==> src/rtl/uart_rx_fifo.sv <==
// rtl/uart_rx_fifo.sv - UART receiver with configurable framing feeding a first-word-fall-through FIFO
// Errored or overrun frames are dropped and reported through sticky flags.
module uart_rx_fifo #(
  parameter int CLK_PER_HALF_BIT = 30,
  parameter int DATA_BITS        = 8,
  parameter int PARITY           = 0,
  parameter int STOP_BITS        = 1,
  parameter int FIFO_DEPTH       = 16
) (
  input  logic                          clk,
  input  logic                          rst,
  input  logic                          rxd,
  input  logic                          rd_en,
  output logic [DATA_BITS-1:0]          rd_data,
  output logic                          empty,
  output logic                          full,
  output logic [$clog2(FIFO_DEPTH):0]   count,
  input  logic                          clr_err,
  output logic                          ferr,
  output logic                          perr,
  output logic                          ovr
);

  localparam int AW   = $clog2(FIFO_DEPTH);
  localparam int CNTW = AW + 1;
  localparam int CW   = $clog2(2 * CLK_PER_HALF_BIT);
  localparam logic [CW-1:0] HALF_M1 = CW'(CLK_PER_HALF_BIT - 1);
  localparam logic [CW-1:0] FULL_M1 = CW'(2 * CLK_PER_HALF_BIT - 1);
  localparam logic          ODD     = (PARITY == 1);

  typedef enum logic [2:0] {IDLE, START, DATA, PAR, STOP} state_t;

  logic           sync1, sync2, prev;
  logic [1:0]     warm;
  logic           start_edge;

  state_t               state;
  logic [CW-1:0]        cnt;
  logic [3:0]           bit_idx;
  logic [DATA_BITS-1:0] shreg;
  logic                 par_bad, stop_bad;

  logic tick, last_stop, bad_stop, push;
  logic do_push, do_pop, ferr_set, perr_set, ovr_set;

  logic [DATA_BITS-1:0] mem [FIFO_DEPTH];
  logic [AW-1:0]        wr_ptr, rd_ptr;

  // prev only reflects a real line level once the synchronizer has flushed its
  // reset value, so a line held low through reset never looks like a start edge.
  always_ff @(posedge clk or posedge rst) begin
    if (rst) begin
      sync1 <= 1'b1;
      sync2 <= 1'b1;
      prev  <= 1'b0;
      warm  <= 2'd0;
    end else begin
      sync1 <= rxd;
      sync2 <= sync1;
      if (warm != 2'd2) warm <= warm + 2'd1;
      prev  <= (warm == 2'd2) & sync2;
    end
  end

  assign start_edge = prev & ~sync2;

  always_comb begin
    tick      = (state == START) ? (cnt == HALF_M1) : (cnt == FULL_M1);
    last_stop = (state == STOP) && tick && (bit_idx == 4'(STOP_BITS - 1));
    bad_stop  = stop_bad | ~sync2;
    push      = last_stop & ~bad_stop & ~par_bad;
    ferr_set  = last_stop & bad_stop;
    perr_set  = last_stop & par_bad;
    do_pop    = rd_en & ~empty;
    do_push   = push & (~full | rd_en);
    ovr_set   = push & full & ~rd_en;
  end

  always_ff @(posedge clk or posedge rst) begin
    if (rst) begin
      state    <= IDLE;
      cnt      <= '0;
      bit_idx  <= '0;
      shreg    <= '0;
      par_bad  <= 1'b0;
      stop_bad <= 1'b0;
    end else begin
      case (state)
        IDLE: begin
          if (start_edge) begin
            state <= START;
            cnt   <= '0;
          end
        end
        START: begin
          if (tick) begin
            cnt      <= '0;
            bit_idx  <= '0;
            par_bad  <= 1'b0;
            stop_bad <= 1'b0;
            state    <= sync2 ? IDLE : DATA;
          end else begin
            cnt <= cnt + CW'(1);
          end
        end
        DATA: begin
          if (tick) begin
            cnt   <= '0;
            shreg <= {sync2, shreg[DATA_BITS-1:1]};
            if (bit_idx == 4'(DATA_BITS - 1)) begin
              bit_idx <= '0;
              state   <= (PARITY == 0) ? STOP : PAR;
            end else begin
              bit_idx <= bit_idx + 4'd1;
            end
          end else begin
            cnt <= cnt + CW'(1);
          end
        end
        PAR: begin
          if (tick) begin
            cnt     <= '0;
            par_bad <= (^shreg ^ sync2) != ODD;
            state   <= STOP;
          end else begin
            cnt <= cnt + CW'(1);
          end
        end
        STOP: begin
          if (tick) begin
            cnt <= '0;
            if (!sync2) stop_bad <= 1'b1;
            if (last_stop) state <= IDLE;
            else           bit_idx <= bit_idx + 4'd1;
          end else begin
            cnt <= cnt + CW'(1);
          end
        end
        default: state <= IDLE;
      endcase
    end
  end

  always_ff @(posedge clk) begin
    if (do_push) mem[wr_ptr] <= shreg;
  end

  always_ff @(posedge clk or posedge rst) begin
    if (rst) begin
      wr_ptr <= '0;
      rd_ptr <= '0;
      count  <= '0;
    end else begin
      if (do_push) wr_ptr <= wr_ptr + AW'(1);
      if (do_pop)  rd_ptr <= rd_ptr + AW'(1);
      case ({do_push, do_pop})
        2'b10:   count <= count + CNTW'(1);
        2'b01:   count <= count - CNTW'(1);
        default: count <= count;
      endcase
    end
  end

  // A new error event in the same cycle as clr_err keeps its flag set.
  always_ff @(posedge clk or posedge rst) begin
    if (rst) begin
      ferr <= 1'b0;
      perr <= 1'b0;
      ovr  <= 1'b0;
    end else begin
      ferr <= (ferr & ~clr_err) | ferr_set;
      perr <= (perr & ~clr_err) | perr_set;
      ovr  <= (ovr  & ~clr_err) | ovr_set;
    end
  end

  assign empty   = (count == '0);
  assign full    = (count == CNTW'(FIFO_DEPTH));
  assign rd_data = empty ? '0 : mem[rd_ptr];

endmodule

==> config.mk <==
export PLATFORM = sky130hd
export DESIGN_NAME = uart_rx_fifo
export DESIGN_NICKNAME = d
export VERILOG_FILES = /design/src/rtl/uart_rx_fifo.sv
export SDC_FILE = /design/constraint.sdc
export NUM_CORES = 1
export LEC_CHECK = 0
export CORE_MARGIN = 1
export CORE_UTILIZATION = 45
export DETAILED_ROUTE_END_ITERATION = 8
export SLEW_MARGIN = 20
export SYNTH_ARGS = -nofsm -noshare
export SYNTH_HDL_FRONTEND = slang
export SYNTH_SLANG_ARGS = --single-unit
==> constraint.sdc <==
create_clock -name clk -period 2.89 [get_ports clk]
set_input_delay 0.578 -clock clk [delete_from_list [all_inputs] [get_ports clk]]
set_output_delay 0.578 -clock clk [all_outputs]
set_load 0.02 [all_outputs]
==> Flow_metrics.wiki <==
{| class="wikitable"
! Metric !! Value
|-
| Worst slack after detailed placement || -0.0233 ns
|-
| Cells after synthesis || ~450
|-
| Die area || 16,900 µm²
|-
| Post-route worst hold slack || roughly 0.36 ns
|-
| Clk Latency, worst-skew pair || between 0.4 and 0.5 ns
|-
| Switching power || between 0.0015 and 0.002 W
|-
| Design area || between 8000 and 9000 µm²
|-
| Worst Path Buf+Inv || 3
|-
| Post-detail-place hpwl || roughly 9.4 mm
|-
| Proportion of total power due to net switching || 0.287
|-
| Placed instance count || between 600 and 700
|-
| Cell at the root of the clock tree || clkbuf_16
|-
| Final count of pins violating max slew || 0
|-
| Synth unique cells || 53
|-
| Largest net degree at the start of global routing || 39
|-
| Critical path's top delay family || multiplexers
|-
| Fraction of layout instances using a drive strength above 1 || 0.302
|-
| Synthesized Nets || ~470
|-
| Chip width || approximately 130 µm
|-
| Slew @ Worst Pin || about 0.83 ns
|-
| CTS tree || done
|-
| Post-DP Area || ~8100 µm²
|-
| Count of non-filler cells in the finished layout || 736
|-
| Worst reg2reg path startpoint || sync2$_DFF_PP1_
|-
| Global-route congestion overflow total || 0
|-
| Required time of the critical path || about 2.3 ns
|-
| Worst-path cell with the longest stage delay || mux4_2
|-
| Yosys Warn Count || 0
|-
| Largest fanout on the critical path || 7
|-
| Number of placed I/O pins || 23
|-
| Register bit count reported by yosys || approximately 170
|-
| Total number of vias || ~4,000
|-
| Core box area || about 16,000 µm²
|-
| Maximum VDD drop || approximately 0.48 mV
|-
| Clk slew on worst S/H paths || around 0.07 ns
|-
| Cell leakage power || about 3.2 nW
|-
| Nature of the critical path startpoint || flip-flop
|-
| IO buf count || 22
|-
| Portion of the post-synthesis area used by sequential elements || 0.670
|-
| Total CTS buffers || 17
|-
| Startpoint of the most critical setup path || rd_ptr[0]$_DFFE_PP0P_
|-
| Largest stage delay, worst path || roughly 0.5 ns
|-
| Crit. End Element || output pin
|-
| Antenna-violating nets left || 0
|-
| Critical path start-end classification || reg -> out
|-
| CTS sink cnt || 172
|-
| Critical path data arrival time || 2.36 ns
|-
| Start point of the worst hold path || sync1$_DFF_PP1_
|-
| Setup total negative slack || -0.319 ns
|-
| Area added between synthesis and finish || 19.5%
|-
| Initial antenna violation count || 0
|-
| Share of flip-flops with an asynchronous set or reset || 0.256
|-
| Height of the die || between 100 and 150 µm
|-
| Fillers || between 1,000 and 1,500
|-
| Avg Synthesized Cell Area || between 15 and 20 µm²
|-
| Run status || finished with violations
|-
| Fraction of synthesized cell area taken by the top area cell type || 0.520
|-
| Worst slew slack as a fraction of its limit || 0.444
|-
| Detail-routed net length per standard cell || 19.9 µm
|-
| Top flip-flop cell by instance count after synthesis || edfxtp_1
|-
| DRC violation total after the first TritonRoute iteration || 411
|-
| Max-cap violations || 0
|-
| Routability-driven placement congestion ratio || 0.786
|-
| Violations in the final reports || setup timing
|-
| Total Routed Length || approximately 15 mm
|-
| Combined area of all synthesized cells || around 7400 µm²
|-
| Pwr per Cell Area || roughly 780 nW/µm²
|-
| Count of flip-flops with a built-in enable after synthesis || about 130
|-
| Top cells by area, synth || edfxtp_1 52%, dfrtp_1 14%, mux4_2 12%
|-
| Minimum setup slack in the final design || -0.0499 ns
|-
| Global-route total usage across every layer || 0.189
|-
| Mean number of vias per cell || approximately 5.4
|-
| Cell repeated most along the worst path || mux4_2
|-
| Number of design rule violations left after detail routing || 0
|-
| H-tree level count || 4
|-
| Count of endpoints failing setup in the final report || 8
|-
| Starting Density || 0.463
|-
| Final Hold Viols || 0
|-
| Number of global-route vias before repair || slightly below 4,000
|-
| Number of core rows || 46
|-
| TritonRoute pass-1 iters || 4
|-
| Global-route wire length before repair || between 20 and 25 mm
|-
| Post-cts hold buffer count || 0
|-
| Seq pwr share || 0.423
|-
| Worst clock skew || about 0.0085 ns
|-
| Number of buffers on the longest clock path || 2
|-
| Max frequency || 340 MHz
|-
| Part of the total power dissipated in combinational logic || 0.267
|-
| Fraction of power consumed by the clock network || 0.310
|-
| Number of antenna cells inserted || 0
|-
| Final min period || between 2 and 3 ns
|-
| Final period utilization || 1.02
|-
| Biggest area consumer among synthesized cells || edfxtp_1
|-
| Layout net count || approximately 530
|-
| Min-Delay Path Class || reg -> reg
|-
| Internal power consumption || approximately 0.005 W
|-
| RSZ-0062 raised after global routing || yes
|-
| CP cell instances || buf_4 > buf_16 > mux4_2 > mux4_2 > nor2b_2 > buf_6
|}
-- worst paths after layout --
check                      slack, ns               endpoint  cells after the start
max                            -0.05             rd_data[3]                      6
min                             0.36        sync2$_DFF_PP1_                      0
max reg2reg                     0.23   count[4]$_DFFE_PP0P_                     11
min reg2reg                     0.36        sync2$_DFF_PP1_                      0
max in group asynchronous       1.65  wr_ptr[2]$_DFFE_PP0P_                      3
min in group asynchronous       0.65   state[1]$_DFFE_PP0P_                      2
-- per-stage QoR --
stage	power (W)	util
CTS	0.00693	0.550
detailed placement	0.00459	0.510
global route	0.00716	0.554
floorplan	0.00403	-
finish	0.00686	0.554
global placement	0.00457	0.510
-- final cells by class --
cell class	instances	area, µm²	share of cell area
Multi-Input combinational cell	232	2330	0.264
Inverter	19	71.3	0.00808
Clock buffer	18	429	0.0486
Timing Repair Buffer	65	656	0.0743
Clock inverter	14	119	0.0135
Tap cell	216	270	0.0306
Sequential cell	172	4950	0.561
-- registers in the layout (all words and copies together) (netlist names) --
| signal | count |
|---|---|
| bit_idx | 4 |
| cnt | 6 |
| count | 5 |
| ferr | 1 |
| mem | 128 |
| ovr | 1 |
| par_bad | 1 |
| perr | 1 |
| prev | 1 |
| rd_ptr | 4 |
| shreg | 8 |
| state | 3 |
| stop_bad | 1 |
| sync1 | 1 |
| sync2 | 1 |
| warm | 2 |
| wr_ptr | 4 |
-- placed cells by master, fill, tap and decap left out, types with 3 or more instances in the layout --
| cell | n |
|---|---|
| a21oi_1 | 8 |
| a31oi_1 | 4 |
| and2_1 | 4 |
| buf_12 | 5 |
| buf_4 | 34 |
| buf_6 | 9 |
| clkbuf_16 | 17 |
| clkdlybuf4s50_1 | 13 |
| clkinv_2 | 5 |
| clkinvlp_4 | 3 |
| dfrtp_1 | 41 |
| edfxtp_1 | 128 |
| ha_1 | 12 |
| inv_1 | 18 |
| mux2_2 | 12 |
| mux4_2 | 40 |
| nand2_1 | 17 |
| nand2b_1 | 4 |
| nand3_1 | 13 |
| nor2_1 | 18 |
| nor2b_1 | 5 |
| nor2b_4 | 6 |
| nor3_1 | 11 |
| nor4b_2 | 3 |
| o21ai_0 | 12 |
| o22ai_1 | 4 |
| xnor2_1 | 11 |
| xor2_1 | 11 |
-- power by group through the flow --
stage | Combinational [W] | Sequential, W | Clock (W)
floorplan | 0.00112 | 0.00292 | 0
global placement | 0.00161 | 0.00296 | 0
detailed placement | 0.00163 | 0.00296 | 0
CTS | 0.00187 | 0.00290 | 0.00216
global route | 0.00199 | 0.00292 | 0.00226
finish | 0.00183 | 0.00291 | 0.00213
-- kinds of logic (layout without fill, tap and decap cells) --
family,Yosys count,in the layout,share of synthesized area
xor+xnor,23,23,0.0291
simple gates,100,100,0.0761
flops,172,172,0.670
buf+inv,43,116,0.0244
fa+ha+maj,13,13,0.0220
compound gates,42,42,0.0351
mux,54,54,0.143
-- cell usage after synthesis (6+ instances only) --
cell,n
buf_2,6
nand3_1,13
clkbuf_1,11
nor2_1,18
xnor2_1,11
ha_1,13
mux2_2,12
dfrtp_1,42
inv_1,19
nor2b_1,12
o21ai_0,12
nor3_1,11
mux4_2,40
edfxtp_1,128
xor2_1,11
nand2_1,17
a21oi_1,8
-- repair_timing --
item | CTS | global route
setup buffers | 4 | 0
resized for setup | 40 | 24
gates cloned | 3 | 0
endpoints found under the setup margin | 9 | 8
-- routing by layer --
| metal | track usage | wire, µm | vias up |
|---|---|---|---|
| li1 | - | - | 1843 |
| met5 | 0 | 0 | - |
| met1 | 0.257 | 6780 | 2044 |
| met2 | 0.296 | 7210 | 74 |
| met3 | 0.0513 | 511 | 12 |
| met4 | 0.0622 | 133 | 0 |
Note: power is estimated with default switching activity, not from simulation.
